File: src/rtl/imem_boot_loader_pkg.sv
// Shared types and constants for the instruction-memory boot loader.
package imem_boot_loader_pkg;

  localparam int         INSTR_W           = 32;
  localparam logic [7:0] SYNC_BYTE_DEFAULT = 8'hA5;

  typedef enum logic [2:0] {
    IDLE  = 3'd0,
    COUNT = 3'd1,
    DATA  = 3'd2,
    CHECK = 3'd3,
    DONE  = 3'd4,
    ERROR = 3'd5
  } boot_state_t;

endpackage

File: src/rtl/imem_boot_loader_boot_word_assembler.sv
// Packs a big-endian byte stream into 32-bit words and keeps a modulo-256 byte sum.
module boot_word_assembler
  import imem_boot_loader_pkg::*;
(
  input  logic               clk,
  input  logic               rst,
  input  logic               clear,
  input  logic               byte_valid,
  input  logic [7:0]         byte_in,
  output logic [INSTR_W-1:0] word,
  output logic [1:0]         byte_idx,
  output logic               word_valid,
  output logic [7:0]         checksum
);

  // Stage p1: word, index and sum update on each accepted byte; word_valid
  // is high for the single cycle after the fourth byte lands.
  always_ff @(posedge clk or posedge rst) begin
    if (rst) begin
      word       <= '0;
      byte_idx   <= 2'd0;
      word_valid <= 1'b0;
      checksum   <= 8'd0;
    end else begin
      word_valid <= byte_valid && (byte_idx == 2'd3);
      if (clear) begin
        byte_idx <= 2'd0;
        checksum <= 8'd0;
      end else if (byte_valid) begin
        word     <= {word[INSTR_W-9:0], byte_in};
        byte_idx <= byte_idx + 2'd1;
        checksum <= checksum + byte_in;
      end
    end
  end

endmodule

File: src/rtl/imem_boot_loader.sv
// Boot loader: frames a byte stream into instruction-memory writes and holds
// the CPU in reset until a checksum-verified image is in place.
// Optional inter-byte gap timeout enabled by defining BOOT_TIMEOUT_EN.
module imem_boot_loader
  import imem_boot_loader_pkg::*;
#(
  parameter int         CODE_DIR_WIDTH = 4,
  parameter int         CODE_DEPTH     = 16,
  parameter logic [7:0] SYNC_BYTE      = SYNC_BYTE_DEFAULT,
  parameter int         TIMEOUT_CYCLES = 1000
) (
  input  logic                      clk,
  input  logic                      rst,
  input  logic                      rx_valid,
  input  logic [7:0]                rx_data,
  output logic                      rx_ready,
  output logic                      imem_we,
  output logic [CODE_DIR_WIDTH-1:0] imem_addr,
  output logic [INSTR_W-1:0]        imem_wdata,
  output logic                      cpu_rst,
  output logic                      boot_done,
  output logic                      boot_err
);

  localparam logic [CODE_DIR_WIDTH:0] ONE_N = 1;

  boot_state_t               state;
  logic [CODE_DIR_WIDTH:0]   count_n;
  logic [CODE_DIR_WIDTH-1:0] word_idx;
  logic                      accept;
  logic                      count_bad;
  logic                      last_word;
  logic                      asm_clear;
  logic                      asm_valid;
  logic [INSTR_W-1:0]        asm_word;
  logic [1:0]                asm_byte_idx;
  logic                      asm_word_valid;
  logic [7:0]                asm_checksum;
  logic                      timed_out;

  assign accept    = rx_valid && rx_ready;
  assign count_bad = (rx_data == 8'd0) || (int'(rx_data) > CODE_DEPTH);
  assign last_word = ({1'b0, word_idx} == (count_n - ONE_N));

  always_comb begin
    asm_clear = 1'b0;
    asm_valid = 1'b0;
    if (accept && (state == COUNT) && !count_bad) asm_clear = 1'b1;
    if (accept && (state == DATA))                asm_valid = 1'b1;
  end

  boot_word_assembler u_asm (
    .clk        (clk),
    .rst        (rst),
    .clear      (asm_clear),
    .byte_valid (asm_valid),
    .byte_in    (rx_data),
    .word       (asm_word),
    .byte_idx   (asm_byte_idx),
    .word_valid (asm_word_valid),
    .checksum   (asm_checksum)
  );

  // The write strobe and data come straight from the assembler's registers;
  // word_idx only advances after the strobe cycle, so the address is stable.
  assign imem_we    = asm_word_valid;
  assign imem_wdata = asm_word;
  assign imem_addr  = word_idx;

`ifdef BOOT_TIMEOUT_EN
  localparam int               GAP_W    = $clog2(TIMEOUT_CYCLES + 1);
  localparam logic [GAP_W-1:0] GAP_LAST = GAP_W'(TIMEOUT_CYCLES - 1);

  logic [GAP_W-1:0] gap;
  logic             gap_active;

  assign gap_active = (state == COUNT) || (state == DATA) || (state == CHECK);
  assign timed_out  = gap_active && !accept && (gap == GAP_LAST);

  always_ff @(posedge clk or posedge rst) begin
    if (rst) begin
      gap <= '0;
    end else if (!gap_active || accept) begin
      gap <= '0;
    end else begin
      gap <= gap + 1'b1;
    end
  end
`else
  assign timed_out = 1'b0;
`endif

  // Stage p1: frame FSM with registered status outputs.
  always_ff @(posedge clk or posedge rst) begin
    if (rst) begin
      state     <= IDLE;
      count_n   <= '0;
      word_idx  <= '0;
      rx_ready  <= 1'b1;
      cpu_rst   <= 1'b1;
      boot_done <= 1'b0;
      boot_err  <= 1'b0;
    end else begin
      if (asm_clear) begin
        word_idx <= '0;
      end else if (asm_word_valid) begin
        word_idx <= word_idx + 1'b1;
      end

      case (state)
        IDLE: begin
          if (accept && (rx_data == SYNC_BYTE)) state <= COUNT;
        end
        COUNT: begin
          if (accept) begin
            if (count_bad) begin
              state    <= ERROR;
              boot_err <= 1'b1;
            end else begin
              count_n <= rx_data[CODE_DIR_WIDTH:0];
              state   <= DATA;
            end
          end
        end
        DATA: begin
          if (accept && (asm_byte_idx == 2'd3) && last_word) state <= CHECK;
        end
        CHECK: begin
          if (accept) begin
            if (rx_data == asm_checksum) begin
              state     <= DONE;
              boot_done <= 1'b1;
              cpu_rst   <= 1'b0;
              rx_ready  <= 1'b0;
            end else begin
              state    <= ERROR;
              boot_err <= 1'b1;
            end
          end
        end
        DONE: begin
          state <= DONE;
        end
        ERROR: begin
          if (accept && (rx_data == SYNC_BYTE)) begin
            state    <= COUNT;
            boot_err <= 1'b0;
          end
        end
        default: state <= IDLE;
      endcase

      if (timed_out) begin
        state    <= ERROR;
        boot_err <= 1'b1;
      end
    end
  end

endmodule

File: config.mk
export PLATFORM = sky130hd
export DESIGN_NAME = imem_boot_loader
export DESIGN_NICKNAME = d
export VERILOG_FILES = /design/src/rtl/imem_boot_loader_pkg.sv /design/src/rtl/imem_boot_loader_boot_word_assembler.sv /design/src/rtl/imem_boot_loader.sv
export SDC_FILE = /design/constraint.sdc
export NUM_CORES = 1
export LEC_CHECK = 0
export ABC_CLOCK_PERIOD_IN_PS = 1700
export CAP_MARGIN = 20
export CORE_MARGIN = 4
export CORE_UTILIZATION = 47
export CTS_BUF_LIST = sky130_fd_sc_hd__clkbuf_16
export CTS_CLUSTER_DIAMETER = 200
export DETAILED_ROUTE_END_ITERATION = 16
export PLACE_DENSITY = 0.76
export RECOVER_POWER = 25
export SYNTH_ARGS = -nofsm -noshare
export SYNTH_HDL_FRONTEND = slang
export SYNTH_SLANG_ARGS = --single-unit
File: constraint.sdc
create_clock -name clk -period 1.7 [get_ports clk]
set_input_delay 0.17 -clock clk [delete_from_list [all_inputs] [get_ports clk]]
set_output_delay 0.17 -clock clk [all_outputs]
set_load 0.05 [all_outputs]
## Word level (Yosys, flattened, before mapping)

Cells that the tools add are included.

| word-level totals | value |
|---|---|
| logic and storage cells | 75 |
| output and inout port bits | 41 |
| register bits | 58 |

| cells by class | value |
|---|---|
| order comparisons | 1 |
| reduce and logical (&&, ||, !) cells | 21 |
| add/sub/neg operators | 4 |
| equality and inequality tests | 16 |
| bitwise operators | 2 |
| multiplexer cells | 21 |

Operator list:

| operator | number |
|---|---|
| 8-bit two-way mux | 2 |
| 3-bit two-way mux | 5 |
| 3-bit case mux with 5 select lines | 1 |
| 2-bit inequality test, second input constant | 5 |
| 8-bit adder | 1 |
| 8-bit == test | 1 |
| 8-bit == test, second input constant | 1 |
| 8-bit by 5-bit greater-than comparator with 1-bit output, second input constant | 1 |
| 1-bit logical AND | 8 |
| 8-bit zero test | 1 |
| 1-bit two-way mux | 8 |
| 4-bit two-way mux | 2 |
| 3-bit by 2-bit == test with 1-bit output, second input constant | 2 |
| 3-bit == test, second input constant | 2 |
| 3-bit AND reduction | 2 |
| 6-bit AND reduction | 1 |
| 4-bit by 5-bit == test with 1-bit output | 1 |
| 5-bit by 1-bit subtractor with 5-bit output, second input constant | 1 |
| 4-bit by 1-bit adder with 4-bit output, second input constant | 1 |
| 2-bit two-way mux | 2 |
| 2-bit by 1-bit inequality test with 1-bit output, second input constant | 2 |
| 4-bit AND reduction | 1 |
| 2-bit nonzero test | 2 |
| 3-bit by 1-bit == test with 1-bit output, second input constant | 1 |
| 10 further kinds | 11 |

## Longest topological paths before layout

| logic depth | value |
|---|---|
| word-level depth | 7 |
| mapped depth | 8 |
| depth with buffers taken out | 8 |

## By module

A second synthesis with hierarchy kept.

| unflattened totals | value |
|---|---|
| cells, all modules | 250 |
| area, all modules | 2970.3 um^2 |

By module, submodules not included:

| module | times used | cells each | seq. area each (um^2) | area each (um^2) |
|---|---|---|---|---|
| boot_word_assembler | 1 | 146 | 1076.0 | 1971.9 |
| imem_boot_loader | 1 | 104 | 376.6 | 998.5 |

## Worst setup path after synthesis

Ideal clock, no wire load.

| timing path | value |
|---|---|
| path type | reg-to-reg |
| from | reg u_asm.checksum[1] |
| to | reg u_asm.checksum[7] |
| slack | -206 ps |
| arrival time | 1782 ps |
| cell stages (with the launch flop) | 7 |
| path buffers | 0 |
| data required time | 1576 ps |
| cells stage by stage | dfrtp_1 -> ha_1 -> a211oi_1 -> o21ai_0 -> a211o_1 -> and3_1 -> a211o_1 |

| on the way | value |
|---|---|
| cells in the longest elaborated chain, start to end | 3 |

RTL lines:

| element | line | text |
|---|---|---|
| from (decl) | imem_boot_loader_boot_word_assembler.sv:13 | `output logic [7:0] checksum` |
| from (signal assigned) | imem_boot_loader_boot_word_assembler.sv:32 | `checksum <= checksum + byte_in;` |
| 8-bit adder | imem_boot_loader_boot_word_assembler.sv:32 |  |
| 8-bit two-way mux | imem_boot_loader_boot_word_assembler.sv:29 | `end else if (byte_valid) begin` |
| 8-bit two-way mux | imem_boot_loader_boot_word_assembler.sv:26 | `if (clear) begin` |

No other way between the ends. The select of a mux whose other input is x is not followed.
A chain may end at the register's enable or synchronous reset.

## Worst setup path after layout

| timing path | value |
|---|---|
| from | reg count_n[1] |
| to | reg state[0] |

| on the way | value |
|---|---|
| cells in the longest elaborated chain, start to end | 5 |

RTL lines:

| element | line | text |
|---|---|---|
| from (decl) | imem_boot_loader.sv:28 | `logic [CODE_DIR_WIDTH:0] count_n;` |
| from (signal assigned) | imem_boot_loader.sv:120 | `count_n <= rx_data[CODE_DIR_WIDTH:0];` |
| 5-bit by 1-bit subtractor with 5-bit output | imem_boot_loader.sv:43 | `assign last_word = ({1'b0, word_idx} == (count_n - ONE_N));` |
| 4-bit by 5-bit == test with 1-bit output | imem_boot_loader.sv:43 |  |
| 1-bit logical AND | imem_boot_loader.sv:126 | `if (accept && (asm_byte_idx == 2'd3) && last_word) state <= CHECK;` |
| 2-bit by 1-bit inequality test with 1-bit output (no source line) | - |  |
| 4-bit AND reduction (no source line) | - |  |
| to (signal assigned) | imem_boot_loader.sv:126 |  |
| to (signal assigned) | imem_boot_loader.sv:131 | `state <= DONE;` |
| to (signal assigned) | imem_boot_loader.sv:136 | `state <= ERROR;` |
| to (decl) | imem_boot_loader.sv:27 | `boot_state_t state;` |

No other way between the ends.

==> impl_metrics.prom <==
# TYPE chip_impl_metric gauge
chip_impl_info{name="run_status",value="complete, but fails checks"} 1
chip_impl_info{name="violations",value="setup timing"} 1
chip_impl_metric{name="synthesis.yosys.warnings",unit=""} 0
chip_impl_metric{name="postSynthCellCount",unit=""} 312
chip_impl_metric{name="static_leakage_power",unit="uW"} 0.00241
chip_impl_metric{name="boundaryPins",unit=""} 52
chip_impl_info{name="cts_tree",value="yes"} 1
chip_impl_metric{name="die-area",unit="sq mm"} 0.00742
chip_impl_metric{name="dp.cells",unit=""} 482
chip_impl_metric{name="postSynthRegisterBits",unit=""} 58
chip_impl_metric{name="cts_h_tree_depth",unit=""} 3
chip_impl_info{name="cts_root_buffer",value="clkbuf_16"} 1
chip_impl_metric{name="place.port_buffers",unit=""} 51
chip_impl_metric{name="via_count_of_the_first_global_routing_pass",unit=""} 2808
chip_impl_metric{name="timing.final.max_slew_violations",unit=""} 0
chip_impl_metric{name="grt_start_max_net_pins",unit=""} 29
chip_impl_metric{name="clkTransAtPathRegs",unit="ns"} 0.06
chip_impl_metric{name="synthesis.nets",unit=""} 334
chip_impl_metric{name="finalHoldViolations",unit=""} 0
chip_impl_metric{name="grt_antenna_before_repair",unit=""} 0
chip_impl_metric{name="holdBufCountCts",unit=""} 0
chip_impl_metric{name="critical_path_buffers_and_inverters",unit=""} 1
chip_impl_metric{name="timing.final.ws_setup",unit="ns"} -0.158
chip_impl_metric{name="antenna_violating_nets_left",unit=""} 0
chip_impl_metric{name="antenna_cells",unit=""} 0
chip_impl_info{name="critical_path.cell_chain",value="inv_2 -> ha_4 -> nand2_2 -> mux2_4 -> a211o_1 -> a2111oi_4 -> o311a_1"} 1
chip_impl_info{name="holdCritPathClass",value="input pin to async pin"} 1
chip_impl_metric{name="critPathMaxFanout",unit=""} 3
chip_impl_metric{name="layout_worst_path_cycle_share",unit="%"} 109
chip_impl_metric{name="post_synth_num_cell_types",unit=""} 50
chip_impl_metric{name="postSynthAreaPerCell",unit="sq um"} 9.20
chip_impl_metric{name="grt_pass1_wl",unit="um"} 14200
chip_impl_metric{name="routed-via-count",unit=""} 2831
chip_impl_metric{name="totalWireLength",unit="um"} 9400
chip_impl_metric{name="finish.net_count",unit=""} 447
chip_impl_metric{name="required_time_at_the_endpoint_of_the_critical_path",unit="ns"} 1.97
chip_impl_metric{name="drcViolationCount",unit=""} 0
chip_impl_metric{name="final.min_clock_period",unit="ns"} 1.86
chip_impl_metric{name="synth_edf_count",unit=""} 0
chip_impl_metric{name="overall_die_width",unit="um"} 86.1
chip_impl_metric{name="placed_area",unit="sq mm"} 0.00401
chip_impl_metric{name="cts_inserted_buffers",unit=""} 9
chip_impl_metric{name="maximum_clock_frequency",unit="GHz"} 0.538
chip_impl_metric{name="tightestPinTransition",unit="ns"} 0.655
chip_impl_metric{name="register_area_share_after_synthesis",unit="%"} 50.6
chip_impl_metric{name="detailedPlacementHpwl",unit="um"} 5590
chip_impl_metric{name="clock_insertion_delay_at_the_later_pin_of_the_skew_report",unit="ns"} 0.34
chip_impl_info{name="kind_of_start_point_of_the_critical_path",value="register"} 1
chip_impl_metric{name="die_span_in_y",unit="um"} 86.1
chip_impl_info{name="critical_path.slowest_cell",value="dfrtp_1"} 1
chip_impl_metric{name="final_cell_count_no_fill",unit=""} 505
chip_impl_metric{name="tns",unit="ns"} -0.605
chip_impl_metric{name="cap_viol_max_count",unit=""} 0
chip_impl_metric{name="slowest_delay",unit="ns"} 0.39
chip_impl_metric{name="netlist_area",unit="sq mm"} 0.00287
chip_impl_metric{name="route.detailed.wl_per_inst",unit="um"} 18.6
chip_impl_metric{name="floorplan.rows",unit=""} 28
chip_impl_info{name="grt_setup_unrepaired",value="true"} 1
chip_impl_metric{name="gp_routability_congestion",unit=""} 0.865
chip_impl_metric{name="vias_per_cell",unit=""} 5.61
chip_impl_metric{name="ctsLongestPathBuffers",unit=""} 2
chip_impl_metric{name="skew",unit="ns"} 0.00891
chip_impl_metric{name="global_route.usage.total",unit="%"} 25.6
chip_impl_metric{name="setup_viol_count_final",unit=""} 9
chip_impl_info{name="critPathKind",value="register to register"} 1
chip_impl_metric{name="dr.first_iter.drc_count",unit=""} 179
chip_impl_metric{name="area_delta_synth_final",unit="%"} 60.1
chip_impl_metric{name="power_density",unit="mW/mm^2"} 775
chip_impl_metric{name="core-area",unit="sq mm"} 0.00592
chip_impl_metric{name="synthArstFlopShare",unit="%"} 100
chip_impl_metric{name="worst_slew_margin_rel",unit="%"} 56.3
chip_impl_metric{name="power.ir.vdd_worst",unit="mV"} 0.584
chip_impl_metric{name="arrival_time_of_the_worst_setup_path",unit="ns"} 2.13
chip_impl_metric{name="drive_above_1_share",unit="%"} 32.3
chip_impl_metric{name="post-route-cell-area",unit="sq mm"} 0.00459
chip_impl_metric{name="number_of_iterations_in_the_first_detailed_routing_pass",unit=""} 4
chip_impl_metric{name="start_util",unit="%"} 48.5
chip_impl_info{name="timing.critical_path.max_delay_family",value="compound AO/OA/AOI/OAI gates"} 1
chip_impl_info{name="ys_dominant_reg_cell",value="dfrtp_1"} 1
chip_impl_metric{name="cts.sinks",unit=""} 58
chip_impl_info{name="crit_path_end_kind",value="register"} 1
chip_impl_metric{name="global_route.overflow_total",unit=""} 0
chip_impl_metric{name="p_total",unit="uW"} 3560
[where the power goes]
part,total [uW],leakage [uW],switching [uW],internal [uW]
Clock,2000,0.000152,711,1290
Sequential,1380,0.000777,0,1380
Combinational,175,0.00148,99.8,75.0
Total,3560,0.00241,811,2750
[final timing paths]
check	to	depth (start not counted)	start	slack, ns
min in group clk	u_asm.checksum[0]	4	rx_data[0]	0.44
hold / removal	u_asm.word[22]	2	rst	0.35
setup reg to reg	state[0]	7	count_n[1]	-0.16
hold reg to reg	state[1]	1	state[2]	0.46
max in group asynchronous	u_asm.checksum[5]	3	rst	0.25
setup / recovery	state[0]	7	count_n[1]	-0.16
[state kept, by name, summed over array words and instances, names as in the netlist]
name,count
u_asm.word,32
u_asm.checksum,8
count_n,5
imem_addr,4
state,3
u_asm.byte_idx,2
boot_done,1
boot_err,1
cpu_rst,1
u_asm.word_valid,1
[repair_timing]
item | in CTS | in global routing
setup buffers | 3 | 4
pin swaps | 17 | 12
endpoints found under the setup margin | 32 | 45
resized for setup | 35 | 27
[metal layers]
metal | vias to the layer above | wire (um) | GRT usage [%]
met4 | 0 | 430 | 14.8
met1 | 1416 | 3610 | 30.5
met3 | 40 | 462 | 5.86
li1 | 1274 | - | -
met5 | - | 0 | 0
met2 | 101 | 4890 | 42.3
[cells by family (layout without fill, tap and decap cells)]
kind of cell	after synthesis	in the layout	share of synthesized area [%]
AND/OR/NAND/NOR	159	159	24.4
buffers and inverters	23	141	3.45
adder cells (fa/ha/maj)	11	11	5.06
multiplexers	8	8	3.01
XOR/XNOR	12	12	3.66
AO/OA/AOI/OAI	41	41	9.77
flip-flops	58	58	50.6
[synthesized netlist by cell type, drive strengths merged, types with 3 or more instances]
master    n  area [sq um]
nand2   113           424
dfrtp    57          1430
nor2     14          55.1
buf      12          56.3
ha       10           125
o21ai    10          50.1
inv       8          30.0
nor3      7          46.3
xnor2     6          52.6
xor2      6          52.6
a21oi     5          25.0
mux2      5          56.3
o21a      5          37.5
nor4      4          31.3
a211o     3          26.3
clkbuf    3          12.5
mux2i     3          30.0
nand2b    3          18.8
nand4     3          18.8
o22ai     3          18.8
o32ai     3          26.3
[final cells by class]
cell class	instances	area, sq um
sequential	58	1460
timing repair buffer	117	1100
clock buffer	9	225
multi-input combinational	231	1580
clock inverter	7	101
fill	343	1330
tap	75	93.8
inverter	8	30.0
[stage by stage]
| stage | util, % | hold WS [ns] | worst slack [ns] |
|---|---|---|---|
| 3_5_place_dp | 67.7 | 0.460 | -0.498 |
| 6_report | 77.6 | 0.355 | -0.158 |
| 5_1_grt | 77.6 | 0.410 | -0.228 |
| 3_3_place_gp | 67.7 | 0.453 | -0.464 |
| 4_1_cts | 75.7 | 0.155 | -0.187 |
| 2_1_floorplan | - | 0.275 | -0.164 |
[layout by cell type (no fill, tap or decap), drive strengths merged, types with 2 or more instances in the layout]
master	Yosys	layout
bufinv	0	2
dfrtp	57	57
mux2i	3	3
nor2	14	14
o21bai	2	2
inv	8	9
nor4b	2	2
mux2	5	5
nor4	4	4
dlymetal6s2s	0	11
dlygate4sd2	0	11
xnor2	6	6
o21a	5	5
a211oi	2	2
nand2b	3	3
clkdlybuf4s50	0	11
clkinvlp	0	2
and2	2	2
nor2b	2	2
a211o	3	3
o22ai	3	3
clkbuf	3	10
o21ai	10	10
buf	12	82
o32ai	3	3
nand3	2	2
xor2	6	6
clkinv	0	2
nand2	113	113
ha	10	10
nor3	7	7
a21oi	5	5
nand4	3	3
(Power assumes the default switching activity.)
